<file path="config.mk">
export PLATFORM = sky130hd
export DESIGN_NAME = pc_seq_unit_flat
export DESIGN_NICKNAME = d
export VERILOG_FILES = /design/src/rtl/pc_seq_if.sv /design/src/rtl/pc_seq_unit.sv /design/src/flat_wrapper.sv
export SDC_FILE = /design/constraint.sdc
export NUM_CORES = 1
export LEC_CHECK = 0
export ABC_AREA = 1
export CORE_MARGIN = 4
export CORE_UTILIZATION = 47
export CTS_BUF_LIST = sky130_fd_sc_hd__clkbuf_4 sky130_fd_sc_hd__clkbuf_8
export CTS_CLUSTER_DIAMETER = 120
export DETAILED_ROUTE_END_ITERATION = 10
export GPL_TIMING_DRIVEN = 0
export HOLD_SLACK_MARGIN = 0.03
export MAX_ROUTING_LAYER = met4
export PLACE_DENSITY_LB_ADDON = 0.15
export SYNTH_ARGS = -nofsm -noshare
export SYNTH_HDL_FRONTEND = slang
export SYNTH_SLANG_ARGS = --single-unit
</file>
<file path="constraint.sdc">
create_clock -name clock -period 3.45 [get_ports clock]
set_input_delay 0.69 -clock clock [delete_from_list [all_inputs] [get_ports clock]]
set_output_delay 0.69 -clock clock [all_outputs]
set_load 0.005 [all_outputs]
</file>
<file path="src/rtl/pc_seq_if.sv">
// Command/operand and status bundle between the control unit and the program-counter unit.
interface pc_seq_if #(
  parameter int unsigned ADDR_W      = 16,
  parameter int unsigned STACK_DEPTH = 4
);
  localparam int unsigned CNT_W = $clog2(STACK_DEPTH) + 1;

  logic [2:0]        rst_pc_in;
  logic [2:0]        int_pc_in;
  logic [7:0]        data_bus;
  logic [ADDR_W-1:0] reg_file_in;
  logic [3:0]        pc_sel;
  logic [1:0]        offset_sel;
  logic              write_temp_buf;
  logic              push_ret;

  logic [ADDR_W-1:0] pc;
  logic [ADDR_W-1:0] pc_w_offset;
  logic [ADDR_W-1:0] ret_top;
  logic [CNT_W-1:0]  stack_count;
  logic              stack_full;
  logic              stack_empty;
  logic              stack_err;

  modport master (
    output rst_pc_in, int_pc_in, data_bus, reg_file_in, pc_sel, offset_sel, write_temp_buf,
           push_ret,
    input  pc, pc_w_offset, ret_top, stack_count, stack_full, stack_empty, stack_err
  );

  modport slave (
    input  rst_pc_in, int_pc_in, data_bus, reg_file_in, pc_sel, offset_sel, write_temp_buf,
           push_ret,
    output pc, pc_w_offset, ret_top, stack_count, stack_full, stack_empty, stack_err
  );
endinterface

</file>
<file path="src/rtl/pc_seq_unit.sv">
// Program counter, fetch offset, jump-target mux and hardware return-address stack.
module pc_seq_unit #(
  parameter int unsigned ADDR_W                    = 16,
  parameter int unsigned OFF_W                     = 2,
  parameter logic [ADDR_W-1:0] RESET_VECTOR        = 'h0100,
  parameter logic [ADDR_W-1:0] INT_BASE            = 'h0040,
  parameter int unsigned STACK_DEPTH               = 4
) (
  input logic     clock,
  input logic     reset,
  pc_seq_if.slave bus
);
  localparam int unsigned CNT_W = $clog2(STACK_DEPTH) + 1;

  logic [ADDR_W-1:0] pc_q, pc_d;
  logic [OFF_W-1:0]  offset_q, offset_d;
  logic [7:0]        temp_buf_q, temp_buf_d;
  logic [ADDR_W-1:0] stack_q [STACK_DEPTH];
  logic [ADDR_W-1:0] stack_d [STACK_DEPTH];
  logic [CNT_W-1:0]  count_q, count_d;
  logic              err_q, err_d;

  logic [ADDR_W-1:0] pc_w_off;
  logic [ADDR_W-1:0] ret_addr;
  logic              empty, full, pop_req, pop_ok, underflow, overflow;

  assign pc_w_off  = pc_q + ADDR_W'(offset_q);
  assign ret_addr  = pc_w_off + ADDR_W'(1);
  assign empty     = (count_q == '0);
  assign full      = (count_q == CNT_W'(STACK_DEPTH));
  assign pop_req   = (bus.pc_sel == 4'd8);
  assign pop_ok    = pop_req && !empty;
  assign underflow = pop_req && empty;
  // A push paired with a successful pop only replaces the top, so it never overflows.
  assign overflow  = bus.push_ret && full && !pop_ok;

  always_comb begin
    pc_d = pc_q;
    unique case (bus.pc_sel)
      4'd1:    pc_d = ret_addr;
      4'd2:    pc_d = ADDR_W'({bus.rst_pc_in, 3'b000});
      4'd3:    pc_d = INT_BASE + ADDR_W'({bus.int_pc_in, 3'b000});
      4'd4:    pc_d = '0;
      4'd5:    pc_d = ADDR_W'({bus.data_bus, temp_buf_q});
      4'd6:    pc_d = pc_w_off + ADDR_W'($signed(bus.data_bus));
      4'd7:    pc_d = bus.reg_file_in;
      4'd8:    pc_d = pop_ok ? stack_q[0] : pc_q;
      default: pc_d = pc_q;
    endcase
  end

  always_comb begin
    offset_d = offset_q;
    unique case (bus.offset_sel)
      2'd1:    offset_d = (offset_q == '1) ? offset_q : offset_q + OFF_W'(1);
      2'd2:    offset_d = '0;
      default: offset_d = offset_q;
    endcase
  end

  assign temp_buf_d = bus.write_temp_buf ? bus.data_bus : temp_buf_q;

  // Entry 0 is the top; pushes shift toward the bottom so the oldest entry falls off when full.
  always_comb begin
    stack_d = stack_q;
    count_d = count_q;
    err_d   = err_q | underflow | overflow;
    if (bus.push_ret && pop_ok) begin
      stack_d[0] = ret_addr;
    end else if (bus.push_ret) begin
      for (int i = int'(STACK_DEPTH) - 1; i > 0; i--) stack_d[i] = stack_q[i-1];
      stack_d[0] = ret_addr;
      if (!full) count_d = count_q + CNT_W'(1);
    end else if (pop_ok) begin
      for (int i = 0; i < int'(STACK_DEPTH) - 1; i++) stack_d[i] = stack_q[i+1];
      stack_d[STACK_DEPTH-1] = '0;
      count_d = count_q - CNT_W'(1);
    end
  end

  always_ff @(posedge clock) begin
    if (reset) begin
      pc_q       <= RESET_VECTOR;
      offset_q   <= '0;
      temp_buf_q <= '0;
      count_q    <= '0;
      err_q      <= 1'b0;
      for (int i = 0; i < int'(STACK_DEPTH); i++) stack_q[i] <= '0;
    end else begin
      pc_q       <= pc_d;
      offset_q   <= offset_d;
      temp_buf_q <= temp_buf_d;
      count_q    <= count_d;
      err_q      <= err_d;
      stack_q    <= stack_d;
    end
  end

  assign bus.pc          = pc_q;
  assign bus.pc_w_offset = pc_w_off;
  assign bus.ret_top     = empty ? '0 : stack_q[0];
  assign bus.stack_count = count_q;
  assign bus.stack_full  = full;
  assign bus.stack_empty = empty;
  assign bus.stack_err   = err_q;
endmodule
</file>
<file path="src/flat_wrapper.sv">
// flat-port wrapper written by rule: the top's interface ports become plain ports
module pc_seq_unit_flat 
#(
  parameter int unsigned ADDR_W                    = 16,
  parameter int unsigned OFF_W                     = 2,
  parameter logic [ADDR_W-1:0] RESET_VECTOR        = 'h0100,
  parameter logic [ADDR_W-1:0] INT_BASE            = 'h0040,
  parameter int unsigned STACK_DEPTH               = 4
)
  (clock, reset, bus_rst_pc_in, bus_int_pc_in, bus_data_bus, bus_reg_file_in, bus_pc_sel, bus_offset_sel, bus_write_temp_buf, bus_push_ret, bus_pc, bus_pc_w_offset, bus_ret_top, bus_stack_count, bus_stack_full, bus_stack_empty, bus_stack_err);
  pc_seq_if #(.ADDR_W(ADDR_W), .STACK_DEPTH(STACK_DEPTH)) bus_i ();
  input logic clock;
  input logic reset;
  input wire logic [$bits(bus_i.rst_pc_in)-1:0] bus_rst_pc_in;
  input wire logic [$bits(bus_i.int_pc_in)-1:0] bus_int_pc_in;
  input wire logic [$bits(bus_i.data_bus)-1:0] bus_data_bus;
  input wire logic [$bits(bus_i.reg_file_in)-1:0] bus_reg_file_in;
  input wire logic [$bits(bus_i.pc_sel)-1:0] bus_pc_sel;
  input wire logic [$bits(bus_i.offset_sel)-1:0] bus_offset_sel;
  input wire logic [$bits(bus_i.write_temp_buf)-1:0] bus_write_temp_buf;
  input wire logic [$bits(bus_i.push_ret)-1:0] bus_push_ret;
  output wire logic [$bits(bus_i.pc)-1:0] bus_pc;
  output wire logic [$bits(bus_i.pc_w_offset)-1:0] bus_pc_w_offset;
  output wire logic [$bits(bus_i.ret_top)-1:0] bus_ret_top;
  output wire logic [$bits(bus_i.stack_count)-1:0] bus_stack_count;
  output wire logic [$bits(bus_i.stack_full)-1:0] bus_stack_full;
  output wire logic [$bits(bus_i.stack_empty)-1:0] bus_stack_empty;
  output wire logic [$bits(bus_i.stack_err)-1:0] bus_stack_err;
  assign bus_i.rst_pc_in = bus_rst_pc_in;
  assign bus_i.int_pc_in = bus_int_pc_in;
  assign bus_i.data_bus = bus_data_bus;
  assign bus_i.reg_file_in = bus_reg_file_in;
  assign bus_i.pc_sel = bus_pc_sel;
  assign bus_i.offset_sel = bus_offset_sel;
  assign bus_i.write_temp_buf = bus_write_temp_buf;
  assign bus_i.push_ret = bus_push_ret;
  assign bus_pc = bus_i.pc;
  assign bus_pc_w_offset = bus_i.pc_w_offset;
  assign bus_ret_top = bus_i.ret_top;
  assign bus_stack_count = bus_i.stack_count;
  assign bus_stack_full = bus_i.stack_full;
  assign bus_stack_empty = bus_i.stack_empty;
  assign bus_stack_err = bus_i.stack_err;
  pc_seq_unit #(.ADDR_W(ADDR_W), .OFF_W(OFF_W), .RESET_VECTOR(RESET_VECTOR), .INT_BASE(INT_BASE), .STACK_DEPTH(STACK_DEPTH)) u_core (.clock(clock), .reset(reset), .bus(bus_i));
endmodule
</file>
==> summary.md, run 1 <==
| Metric | Value |
|---|---|
| Status | `completed` |
| Syn_nets | `~1.1k` |
| Via count | `roughly 7.1k` |
| Dpl cells | `between 1k and 1.5k` |
| Hold/Removal Path Class | `reg2reg` |
| WL final | `22200 um` |
| Worst setup EP type | `output port` |
| CP Data Arrival Time | `2600 ps` |
| WHS Path Cells | `2` |
| Fin nets | `~1.2k` |
| Static leakage | `3.42 nW` |
| Max Root-Sink Buffers | `2` |
| Global-route wire length before repair | `between 30000 and 40000 um` |
| CTS tree | `yes` |
| Clock transition at path regs | `~90 ps` |
| IO Count | `between 90 and 100` |
| RSZ-0062 raised after global routing | `no` |
| Clock Skews | `about 10 ps` |
| Most frequent cells in the layout | `nand2_1, inv_1, a21oi_1` |
| DPL Wire Length | `between 15000 and 20000 um` |
| CTS root buf | `clkbuf_8` |
| Cell count after synthesis | `just over 1k` |
| Detail Route Antenna Nets | `0` |
| Die H | `roughly 130 um` |
| Slew Limit Fails | `0` |
| Max-Cap Viols | `0` |
| Syn Area/Cell | `6.31 um^2` |
| Synthesized cell area | `roughly 6400 um^2` |
| Minimum clock period | `3290 ps` |
| Power per cell area | `around 370 nW/um^2` |
| Worst-Skew Late Latency | `about 370 ps` |
| Setup Buffers After CTS | `0` |
| GR Overflow Total | `0` |
| Drt wl/cell | `17.0 um` |
| Vias in the first global route | `6399` |
| Critical Path Most Common Cell | `nand2_1` |
| CP Depth | `10` |
| Post-Place Worst Slack | `-1.17 ps` |
| Max stage delay on crit path | `about 550 ps` |
| Post-layout instance area | `between 7000 and 8000 um^2` |
| # port buffers | `92` |
| Worst path slowest cell | `clkdlybuf4s50_1` |
| Starting Density | `between 40% and 50%` |
| Rel. slew slack | `between 40% and 50%` |
| F_max | `about 300 MHz` |
| Synth Register Bits | `94` |
| Core Box Area | `13300 um^2` |
| DRC | `0` |
| CP Class | `reg2out` |
| Fillers | `between 1k and 1.5k` |
| Finished Layout Cells | `~1.3k` |
| Die width | `~130 um` |
| GP Congestion | `1.01` |
| Via density | `roughly 5.5` |
| Ant. Diodes | `0` |
| Largest net degree at the start of global routing | `16` |
| # rows | `between 40 and 50` |
| Final setup margin | `158 ps` |
| Crit path required time | `2760 ps` |
| Tot GR Track Use | `28.0%` |
| TritonCTS Buffers | `9` |
| Initial DRC Count | `a little under 700` |
| Tcrit/Tclk final | `95.4%` |
| CTS H-Tree Depth | `3` |
| Synth-to-layout area growth | `21.4%` |
| Crit path cell chain | `ha_1, fa_1, nand2_2, nor2_4, nand2_1, inv_1, nand2_1, nand2_1, nand2_1, clkdlybuf4s50_1` |
| Dpl cell area | `7570 um^2` |
| Crit path buf inv count | `2` |
| Layout cells sized above 1 | `around 5.8%` |
| DR pass1 iterations | `5` |
| Clock sink total | `94` |
| Final hold vios | `0` |
| Count of final setup violators | `0` |
| Synth top area share | `slightly below 30%` |
| Slew @ Worst Pin | `around 760 ps` |
| Post-synthesis sequential area ratio | `roughly 29%` |
| Die footprint | `~16000 um^2` |
| Area contributors post-synth | `dfxtp_1, nand2_1, inv_1` |
| R2r worst-path depth | `18` |
| Top delay family on crit path | `adder cells` |
| Peak supply drop | `approximately 300 uV` |
| CP max FO | `5` |
| Post-synth top area cell | `dfxtp_1` |
| Initial antenna violation count | `0` |
| Distinct cells, synth | `40` |
| Startpoint Class | `register` |
| Commonest non-fill, non-tap cell in the layout | `nand2_1` |
| Ys Warns | `0` |
## stage by stage
| step | hold slack, ps | util (%) | TNS, ps | power, W |
|---|---|---|---|---|
| 6_report | 469 | 58.5 | 0 | 0.00288 |
| 5_1_grt | 487 | 58.5 | 0 | 0.00303 |
| 4_1_cts | 470 | 58.4 | 0 | 0.00287 |
| 3_5_place_dp | 455 | 56.7 | -1.17 | 0.00207 |
| 3_3_place_gp | 452 | 56.7 | -0.0173 | 0.00207 |
| 2_1_floorplan | 444 | - | 0 | 0.00172 |
## timing repair
action                                  in CTS  in global routing
hold buffers                                 0                  0
endpoints found under the setup margin       0                  4
gates resized for setup                      0                  8
## final cells by class
class	instances	area [um^2]	area share [%]
multi-input cells	732	3830	49.1
flip-flops and latches	94	1880	24.1
repair buffers	92	921	11.8
inverters	149	559	7.16
well taps	176	220	2.82
plain buffers	44	174	2.23
clock buffers	10	131	1.68
clock inverters	6	86.3	1.11
## worst paths after layout
check / slack [ps] / to / start
hold reg to reg: 470 / u_core.stack_q[55] / u_core.stack_q[55]
hold / removal: 470 / u_core.stack_q[55] / u_core.stack_q[55]
setup reg to reg: 250 / u_core.bus.pc[7] / u_core.bus.pc[0]
setup / recovery: 160 / bus_pc_w_offset[14] / u_core.bus.pc[0]
## per-layer routing
layer | GRT usage, % | vias to the layer above | wire length [um] | part of all wire, %
met3 | 4.31 | 66 | 1640 | 7.4
met2 | 44.3 | 301 | 10100 | 45
met5 | - | - | 0 | 0
li1 | - | 3571 | - | -
met4 | 11.1 | 0 | 911 | 4.1
met1 | 36.1 | 3208 | 9570 | 43
## registers in the layout, indices dropped and copies added, names as in the netlist
| name | count |
|---|---|
| u_core.bus.pc | 16 |
| u_core.bus.stack_count | 3 |
| u_core.bus.stack_err | 1 |
| u_core.offset_q | 2 |
| u_core.stack_q | 64 |
| u_core.temp_buf_q | 8 |
## worst min-delay path: stages (launching register included)
cell and delay, ps:
dfxtp_1 320, nand2_1 60, a21oi_1 50
## cell usage after synthesis
master	number
a211oi_1	5
nand3_2	3
nor2_1	86
clkbuf_1	38
nor3_4	1
buf_4	2
nor3_2	1
inv_2	5
xor2_1	7
o21ai_0	80
nand3b_1	4
a31oi_1	2
nand4_1	11
nand2_1	237
nor2_4	4
dfxtp_1	94
nor3_1	4
fa_1	3
xnor2_1	2
inv_1	142
a21oi_1	98
ha_1	25
nor2_2	8
buf_2	1
o211ai_1	43
o21ai_1	1
a221oi_1	4
nand3_1	72
a21oi_2	3
and2_1	1
o2111ai_1	2
a21o_1	3
clkinv_1	2
o21bai_1	1
nand2_2	9
buf_1	3
o22ai_1	6
o211ai_2	1
o221ai_1	1
or2_2	4
## cells by family (layout without fill, tap and decap cells)
kind of cell / after synthesis / after routing / share of synthesized area (%)
AOI/OAI and AO/OA: 250 / 250 / 22.3
xor gates and xnor gates: 9 / 9 / 1.23
adders and majority gates: 28 / 28 / 5.80
buffers and inverters: 193 / 301 / 11.4
DFF: 94 / 94 / 29.2
and+or+nand+nor: 445 / 445 / 30.0
## power breakdown
part / internal [W] / leakage, nW / switching, W
Sequential: 0.00117 / 0.775 / 0.0000663
Combinational: 0.000328 / 2.53 / 0.000506
Clock: 0.000415 / 0.110 / 0.000402
Total: 0.00191 / 3.42 / 0.000975
Note: power is estimated with default switching activity, not from simulation.
==> run 2: changes to the inputs <==
--- a/config.mk
+++ b/config.mk
@@ -10,7 +10,9 @@
 export CORE_UTILIZATION = 47
 export CTS_BUF_LIST = sky130_fd_sc_hd__clkbuf_4 sky130_fd_sc_hd__clkbuf_8
 export CTS_CLUSTER_DIAMETER = 120
+export CTS_CLUSTER_SIZE = 8
 export DETAILED_ROUTE_END_ITERATION = 10
+export GPL_ROUTABILITY_DRIVEN = 0
 export GPL_TIMING_DRIVEN = 0
 export HOLD_SLACK_MARGIN = 0.03
 export MAX_ROUTING_LAYER = met4
==> summary.md, run 2 (synthesized netlist as in run 1, its figures left out) <==
| Metric | Value |
|---|---|
| M1 wire length | `9370 um (was 9570 um)` |
| Post-route setup TNS | `0 ps (unchanged)` |
| # port buffers | `92 (unchanged)` |
| Post-Place Worst Slack | `5.07 ps (was -1.17 ps)` |
| Metal2 WL | `10300 um (was 10100 um)` |
| RSZ-0062 raised after global routing | `no (unchanged)` |
| Finished Layout Cells | `1303 (unchanged)` |
| Dpl cells | `1287 (unchanged)` |
| Max reg flops | `64 (unchanged)` |
| Initial antenna violation count | `0 (unchanged)` |
| Clock sink total | `94 (unchanged)` |
| CP Class | `reg2out (unchanged)` |
| CP max FO | `5 (unchanged)` |
| DRC | `0 (unchanged)` |
| Via density | `5.47 (was 5.48)` |
| Count of final setup violators | `0 (unchanged)` |
| Status | `completed (unchanged)` |
| Startpoint Class | `register (unchanged)` |
| Die footprint | `15600 um^2 (unchanged)` |
| Max Root-Sink Buffers | `2 (unchanged)` |
| Global-route wire length before repair | `35000 um (was 34500 um)` |
| Peak supply drop | `298 uV (was 302 uV)` |
| Static leakage | `3.39 nW (was 3.42 nW)` |
| Fin nets | `1190 (unchanged)` |
| Final core utilization | `58.1% (was 58.5%)` |
| Post-layout instance area | `7750 um^2 (was 7810 um^2)` |
| DR pass1 iterations | `5 (unchanged)` |
| Tot GR Track Use | `28.2% (was 28.0%)` |
| Max-Cap Viols | `0 (unchanged)` |
| # rows | `42 (unchanged)` |
| Worst setup EP type | `output port (unchanged)` |
| Via count | `7132 (was 7146)` |
| TritonCTS Buffers | `9 (unchanged)` |
| Clock Skews | `11.2 ps (was 9.98 ps)` |
| CTS H-Tree Depth | `3 (unchanged)` |
| Vias in the first global route | `6631 (was 6399)` |
| Synth-to-layout area growth | `20.5% (was 21.4%)` |
| CTS root buf | `clkbuf_8 (unchanged)` |
| Starting Density | `48.2% (unchanged)` |
| Largest net degree at the start of global routing | `16 (unchanged)` |
| Final setup margin | `167 ps (was 158 ps)` |
| Die width | `125 um (unchanged)` |
| Layout cells sized above 1 | `5.24% (was 5.77%)` |
| Core Box Area | `13300 um^2 (unchanged)` |
| Initial DRC Count | `636 (was 678)` |
| DR top layer | `met4 (unchanged)` |
| F_max | `305 MHz (was 304 MHz)` |
| Most frequent cells in the layout | `nand2_1, inv_1, a21oi_1 (unchanged)` |
| Crit path required time | `2760 ps (about the same)` |
| Ant. Diodes | `0 (unchanged)` |
| Power per cell area | `353 nW/um^2 (was 369 nW/um^2)` |
| Slew @ Worst Pin | `788 ps (was 762 ps)` |
| GR Overflow Total | `0 (unchanged)` |
| Commonest non-fill, non-tap cell in the layout | `nand2_1 (unchanged)` |
| IO Count | `94 (unchanged)` |
| Detail Route Antenna Nets | `0 (unchanged)` |
| Minimum clock period | `3280 ps (was 3290 ps)` |
| Slew Limit Fails | `0 (unchanged)` |
| Dpl cell area | `7570 um^2 (unchanged)` |
| Worst-Skew Late Latency | `370 ps (about the same)` |
| Clock transition at path regs | `90 ps (about the same)` |
| Drt wl/cell | `16.8 um (was 17.0 um)` |
| DPL Wire Length | `17200 um (was 17400 um)` |
| Die H | `125 um (unchanged)` |
| WL final | `21800 um (was 22200 um)` |
| Final hold vios | `0 (unchanged)` |
| Hold/Removal Path Class | `reg2reg (unchanged)` |
| Tcrit/Tclk final | `95.2% (was 95.4%)` |
| Rel. slew slack | `47.2% (was 48.9%)` |
| Top reg by flops | `u_core.stack_q (unchanged)` |
| CP Data Arrival Time | `2590 ps (was 2600 ps)` |
| Met3 wire len | `1450 um (was 1640 um)` |
| CTS tree | `yes (unchanged)` |
run 2: cell type report:
| class | count | area, um^2 |
|---|---|---|
| fillers | 1370 | 5590 |
| multi-input cells | 732 | 3820 |
| flip-flops and latches | 94 | 1880 |
| repair buffers | 92 | 921 |
| inverters | 149 | 559 |
| well taps | 176 | 220 |
| plain buffers | 44 | 174 |
| clock buffers | 11 | 139 |
| clock inverters | 5 | 36.3 |
run 2: through the flow:
| step | total power [W] | hold WS [ps] |
|---|---|---|
| global placement | 0.00206 | 451 |
| global route | 0.00288 | 493 |
| detailed placement | 0.00207 | 455 |
| CTS | 0.00273 | 469 |
| finish | 0.00274 | 472 |
| floorplan | 0.00172 | 444 |
run 2: timing repair:
item / 4_1_cts / 5_1_grt
endpoints found under the setup margin: 0 / 1
hold buffers: 0 / 0
gates resized for setup: 0 / 1
setup buffers: 0 / 0
run 2: final timing paths:
kind	slack [ps]	end	cells after the start	startpoint
worst max register to register	220	u_core.bus.pc[7]	18	u_core.offset_q[0]
worst max-delay path	170	bus_pc_w_offset[14]	10	u_core.offset_q[0]
worst min register to register	470	u_core.stack_q[52]	2	u_core.stack_q[52]
worst min-delay path	470	u_core.stack_q[52]	2	u_core.stack_q[52]
run 2: routing by layer:
metal	global-route usage, %	vias up
li1	-	3559
met5	-	-
met2	45.7	284
met3	4.14	52
met4	9.82	0
met1	36.2	3237
run 2: worst max-delay path, cell delays in order, from the launching register on:
cell and delay [ps]:
dfxtp_1 340, ha_1 230, fa_1 430, nand2_2 150, nor2_4 60, nand2_1 100, inv_1 60, nand2_1 60
nand2_1 40, nand2_1 190, clkdlybuf4s50_1 550
run 2: power breakdown:
| part | switching [W] | internal (W) | total [W] |
|---|---|---|---|
| combinational | 0.000501 | 0.000327 | 0.000828 |
| clock | 0.000401 | 0.000278 | 0.000680 |
| sequential | 0.0000658 | 0.00117 | 0.00123 |
| total | 0.000968 | 0.00177 | 0.00274 |
==> run 3: changes to the inputs <==
--- a/config.mk
+++ b/config.mk
@@ -9,7 +9,6 @@
 export CORE_MARGIN = 4
 export CORE_UTILIZATION = 47
 export CTS_BUF_LIST = sky130_fd_sc_hd__clkbuf_4 sky130_fd_sc_hd__clkbuf_8
-export CTS_CLUSTER_DIAMETER = 120
 export CTS_CLUSTER_SIZE = 8
 export DETAILED_ROUTE_END_ITERATION = 10
 export GPL_ROUTABILITY_DRIVEN = 0
==> results of run 3 <==
Same layout as run 2: the final DEF is identical, and so are final timing and power.
